<file path="config.mk">
export PLATFORM = sky130hd
export DESIGN_NAME = dff_load_sequencer_flat
export DESIGN_NICKNAME = d
export VERILOG_FILES = /design/src/rtl/dff_load_sequencer_if.sv /design/src/rtl/dff_load_sequencer.sv /design/src/flat_wrapper.sv
export SDC_FILE = /design/constraint.sdc
export NUM_CORES = 1
export LEC_CHECK = 0
export ABC_AREA = 0
export BUFFER_PORTS_ARGS = -buffer_cell sky130_fd_sc_hd__buf_2
export CAP_MARGIN = 20
export CORE_UTILIZATION = 49
export CTS_BUF_LIST = sky130_fd_sc_hd__clkbuf_8
export CTS_CLUSTER_SIZE = 14
export DETAILED_ROUTE_END_ITERATION = 8
export HOLD_SLACK_MARGIN = 0.08
export PLACE_DENSITY = 0.75
export REMOVE_ABC_BUFFERS = 1
export SETUP_SLACK_MARGIN = 0.02
export SYNTH_ARGS = -nofsm -noshare
export SYNTH_HDL_FRONTEND = slang
export SYNTH_SLANG_ARGS = --single-unit
</file>
<file path="constraint.sdc">
create_clock -name ff_clock -period 5.77 [get_ports ff_clock]
set_input_delay 1.731 -clock ff_clock [delete_from_list [all_inputs] [get_ports ff_clock]]
set_output_delay 1.731 -clock ff_clock [all_outputs]
set_load 0.005 [all_outputs]
</file>
<file path="src/rtl/dff_load_sequencer_if.sv">
// dff_load_sequencer_if: load handshake plus serial data/strobe bus toward the register bank
interface dff_load_sequencer_if;
  logic       start;
  logic [7:0] byte_in;
  logic       ready;
  logic       busy;
  logic       done;
  logic       bit_out;
  logic [7:0] strobe;
  modport master (output start, byte_in, input ready, busy, done, bit_out, strobe);
  modport slave  (input start, byte_in, output ready, busy, done, bit_out, strobe);
endinterface

</file>
<file path="src/rtl/dff_load_sequencer.sv">
// dff_load_sequencer: replays a latched byte as serial data plus one-hot per-flop clock strobes
module dff_load_sequencer #(
  parameter int SETUP_CYCLES = 1,
  parameter int PULSE_CYCLES = 1,
  parameter int HOLD_CYCLES  = 1
) (
  input logic ff_clock,
  input logic rst,
  dff_load_sequencer_if.slave bus
);
  localparam int MAXP = (SETUP_CYCLES > PULSE_CYCLES) ?
                        ((SETUP_CYCLES > HOLD_CYCLES) ? SETUP_CYCLES : HOLD_CYCLES) :
                        ((PULSE_CYCLES > HOLD_CYCLES) ? PULSE_CYCLES : HOLD_CYCLES);
  localparam int CW = $clog2(MAXP + 1);
  typedef enum logic [2:0] {IDLE, SETUP, PULSE, HOLD, DONE} state_t;
  state_t state, state_n;
  logic [CW-1:0] cnt, cnt_n;
  logic [2:0] idx, idx_n;
  logic [7:0] byte_q, byte_n, strobe_q, strobe_n;
  logic ready_q, busy_q, done_q, bit_q, bit_n;
  always_comb begin
    state_n = state;
    cnt_n = cnt + CW'(1);
    idx_n = idx;
    byte_n = byte_q;
    case (state)
      IDLE: begin
        cnt_n = '0;
        if (bus.start) begin
          byte_n = bus.byte_in;
          idx_n = 3'd0;
          state_n = SETUP;
        end
      end
      SETUP: if (cnt == CW'(SETUP_CYCLES - 1)) begin
        cnt_n = '0;
        state_n = PULSE;
      end
      PULSE: if (cnt == CW'(PULSE_CYCLES - 1)) begin
        cnt_n = '0;
        state_n = HOLD;
      end
      HOLD: if (cnt == CW'(HOLD_CYCLES - 1)) begin
        cnt_n = '0;
        state_n = (idx == 3'd7) ? DONE : SETUP;
        idx_n = (idx == 3'd7) ? idx : idx + 3'd1;
      end
      default: begin
        cnt_n = '0;
        state_n = IDLE;
      end
    endcase
    // outputs are precomputed from the next state so every port is a plain flop
    strobe_n = (state_n == PULSE) ? (8'h80 >> idx_n) : 8'h00;
    bit_n = (state_n == SETUP) ? byte_n[idx_n] : bit_q;
  end
  always_ff @(posedge ff_clock or posedge rst)
    if (rst) begin
      state <= IDLE;
      cnt <= '0;
      idx <= 3'd0;
      byte_q <= 8'h00;
      strobe_q <= 8'h00;
      bit_q <= 1'b0;
      ready_q <= 1'b1;
      busy_q <= 1'b0;
      done_q <= 1'b0;
    end else begin
      state <= state_n;
      cnt <= cnt_n;
      idx <= idx_n;
      byte_q <= byte_n;
      strobe_q <= strobe_n;
      bit_q <= bit_n;
      ready_q <= state_n == IDLE;
      busy_q <= state_n == SETUP || state_n == PULSE || state_n == HOLD;
      done_q <= state_n == DONE;
    end
  assign bus.ready = ready_q;
  assign bus.busy = busy_q;
  assign bus.done = done_q;
  assign bus.bit_out = bit_q;
  assign bus.strobe = strobe_q;
endmodule

</file>
<file path="src/flat_wrapper.sv">
// flat-port wrapper written by rule: the top's interface ports become plain ports
module dff_load_sequencer_flat 
#(
  parameter int SETUP_CYCLES = 1,
  parameter int PULSE_CYCLES = 1,
  parameter int HOLD_CYCLES  = 1
)
  (ff_clock, rst, bus_start, bus_byte_in, bus_ready, bus_busy, bus_done, bus_bit_out, bus_strobe);
  dff_load_sequencer_if bus_i ();
  input logic ff_clock;
  input logic rst;
  input wire logic [$bits(bus_i.start)-1:0] bus_start;
  input wire logic [$bits(bus_i.byte_in)-1:0] bus_byte_in;
  output wire logic [$bits(bus_i.ready)-1:0] bus_ready;
  output wire logic [$bits(bus_i.busy)-1:0] bus_busy;
  output wire logic [$bits(bus_i.done)-1:0] bus_done;
  output wire logic [$bits(bus_i.bit_out)-1:0] bus_bit_out;
  output wire logic [$bits(bus_i.strobe)-1:0] bus_strobe;
  assign bus_i.start = bus_start;
  assign bus_i.byte_in = bus_byte_in;
  assign bus_ready = bus_i.ready;
  assign bus_busy = bus_i.busy;
  assign bus_done = bus_i.done;
  assign bus_bit_out = bus_i.bit_out;
  assign bus_strobe = bus_i.strobe;
  dff_load_sequencer #(.SETUP_CYCLES(SETUP_CYCLES), .PULSE_CYCLES(PULSE_CYCLES), .HOLD_CYCLES(HOLD_CYCLES)) u_core (.ff_clock(ff_clock), .rst(rst), .bus(bus_i));
endmodule
</file>
==> results.sh <==
export IMPL_rsz0062_at_grt="no"
export IMPL_clk_latency_ps=260
export IMPL_drive_gt1_share_pct=38.2
export IMPL_max_freq_ghz=0.320
export IMPL_cp_max_fo=7
export IMPL_netlist_instances=88
export IMPL_ys_seq_elements=26
export IMPL_reg2reg_depth=7
export IMPL_clockPowerShare_pct=15.6
export IMPL_clk_pin_slew_ps=80
export IMPL_ys_seq_area_share_pct=58.2
export IMPL_critPathSlowestCell="a22oi_2"
export IMPL_place_port_buffers=22
export IMPL_min_period_ps=3130
export IMPL_fin_tns_setup_ps=0
export IMPL_hold_path_class="reg -> reg"
export IMPL_critPathMaxStageDelay_ps=400
export IMPL_synth_edf_count=0
export IMPL_yosysMostFrequentCell="dfrtp_1"
export IMPL_synth_top_cell_area_share_pct=55.9
export IMPL_hold_path_cell_count=1
export IMPL_hold_ws_ps=503
export IMPL_cts_setup_buffers=0
export IMPL_synthTopCellsByCount="25 x dfrtp_1, 10 x mux2_2, 10 x nor2_1"
export IMPL_power_frac_comb_pct=43.2
export IMPL_die_y_um=49.8
export IMPL_cts_root_buf="clkbuf_8"
export IMPL_finalWirelength_um=1780
export IMPL_p_int_uw=461
export IMPL_drt_iter0_drc=12
export IMPL_power_density_nw_per_um2=565
export IMPL_grt_pass1_vias=723
export IMPL_wl_per_cell_um=13.0
export IMPL_via_per_inst=5.23
export IMPL_cts_buffers=3
export IMPL_yosys_area_top_type="dfrtp_1"
export IMPL_leakage_uw=0.000622
export IMPL_cts_resized=0
export IMPL_cap_violations=0
export IMPL_setup_viol=0
export IMPL_cts_buffer_depth=2
export IMPL_grt_max_degree=27
export IMPL_area_growth_pct=14.3
export IMPL_antenna_left=0
export IMPL_dp_cells=133
export IMPL_num_io_pins=23
export IMPL_finalMaxSlewViolations=0
export IMPL_layout_nets=123
export IMPL_num_vias=716
export IMPL_grt_pass1_wl_um=3140
export IMPL_gr_usage_all_layers_pct=16.9
export IMPL_syn_area_per_cell_um2=12.7
export IMPL_htreeDepth=1
export IMPL_worstPathRequired_ps=5960
export IMPL_die_x_um=49.8
export IMPL_start_util_pct=54.3
export IMPL_end_kind="register"
export IMPL_outcome="completed"
export IMPL_antenna_cells=0
export IMPL_crit_chain="buf_2, nor3b_4, a31oi_1, or2_1, a22oi_2, mux2_2, o221ai_2"
export IMPL_fin_cells=137
export IMPL_first_pass_iters=4
export IMPL_max_slew_margin_rel_pct=37.6
export IMPL_tightest_slew_ps=935
export IMPL_synth_warnings=0
export IMPL_finalCritPeriodShare_pct=54.2
export IMPL_dieArea_um2=2480
export IMPL_ir_drop_mv=0.392
export IMPL_ctsHoldBuffers=0
export IMPL_switching_share_pct=36.2
export IMPL_core_area_um2=2060
export IMPL_hold_viol=0
export IMPL_syn_area_um2=1120
export IMPL_gp_congestion=0.852
export IMPL_cts_tree="built"
export IMPL_p_switching_uw=261
export IMPL_drc=0
export IMPL_synth_ff_type="dfrtp_1"
export IMPL_critPathLaunchType="input pin"
export IMPL_grt_overflow=0
export IMPL_cts_sinks=26
export IMPL_critical_path_arrival_ps=3320
export IMPL_criticalPathCategory="in -> reg"
export IMPL_dp_hpwl_um=1260
export IMPL_antenna_found_initial=0
export IMPL_seqPwrFrac_pct=41.2
export IMPL_ys_types=27
export IMPL_clock_skew_ps=5.81
export IMPL_synth_area_leaders="dfrtp_1 56%, mux2_2 10%, mux2i_1 3.6%"
export IMPL_rows=16
export IMPL_ys_async_sr_fraction_pct=100
==> worst paths after layout <==
check,to,startpoint,slack [ps]
max,u_core.bus.bit_out,bus_start,2640
min,u_core.byte_q[2],u_core.byte_q[2],500
min reg2reg,u_core.byte_q[2],u_core.byte_q[2],500
min in group asynchronous,u_core.bus.strobe[2],rst,1660
max in group asynchronous,u_core.state[1],rst,3540
max reg2reg,u_core.bus.bit_out,u_core.idx[0],3530
==> layer usage <==
metal	share of wire (%)	routed length, µm	vias up	global-route usage (%)
li1	-	-	348	-
met1	44	786	350	21.7
met2	51	913	16	28.6
met3	3.8	68	2	3.09
met4	0.51	9	0	5.71
met5	0	0	-	0
==> worst max-delay path: cells and delay by family <==
| kind | cells | cell delay [ps] |
|---|---|---|
| and+or+nand+nor | 2 | 490 |
| AOI/OAI and AO/OA | 3 | 620 |
| buffers and inverters | 1 | 80 |
| muxes | 1 | 390 |
==> power groups by stage <==
| stage | Clock (µW) | Sequential [µW] | Combinational [µW] |
|---|---|---|---|
| global route | 123 | 306 | 348 |
| floorplan | 0 | 296 | 243 |
| CTS | 117 | 298 | 316 |
| finish | 113 | 297 | 312 |
| global placement | 0 | 299 | 303 |
| detailed placement | 0 | 301 | 312 |
==> state kept, by name (all words and copies together), names as in the netlist <==
register	count
u_core.bus.bit_out	1
u_core.bus.busy	1
u_core.bus.done	1
u_core.bus.ready	1
u_core.bus.strobe	8
u_core.byte_q	8
u_core.idx	3
u_core.state	3
==> placed cells by master, fill, tap and decap left out, types with 2 or more instances in the layout <==
cell      instances
a21oi_1           4
buf_2            22
clkbuf_8          4
dfrtp_1          25
inv_1             3
mux2_2           10
mux2i_1           4
nand2_1           3
nand3_1           2
nand3b_1          2
nor2_1           10
nor3_1            6
==> stage by stage <==
stage               total power (µW)  utilization [%]  area, µm²  worst slack [ps]
floorplan                        539                -       1080              2630
global placement                 602             59.4       1220              2420
detailed placement               614             59.4       1220              2370
CTS                              730             62.1       1280              2650
global route                     777             62.1       1280              2550
finish                           723             62.1       1280              2640
==> cell type report <==
| class | count | area, µm² |
|---|---|---|
| well taps | 27 | 33.8 |
| repair buffers | 22 | 110 |
| fillers | 171 | 782 |
| inverters | 3 | 11.3 |
| flip-flops and latches | 26 | 652 |
| multi-input cells | 55 | 418 |
| clock buffers | 4 | 55.1 |
==> logic make-up after synthesis <==
logic type	Yosys count	share of synthesized area, %
AND/OR/NAND/NOR	30	14.4
flip-flops	26	58.2
multiplexers	14	13.6
AO/OA/AOI/OAI	9	7.37
buffers and inverters	7	4.47
XOR/XNOR	1	0.782
adder cells (fa/ha/maj)	1	1.12
Note: power is estimated with default switching activity, not from simulation.
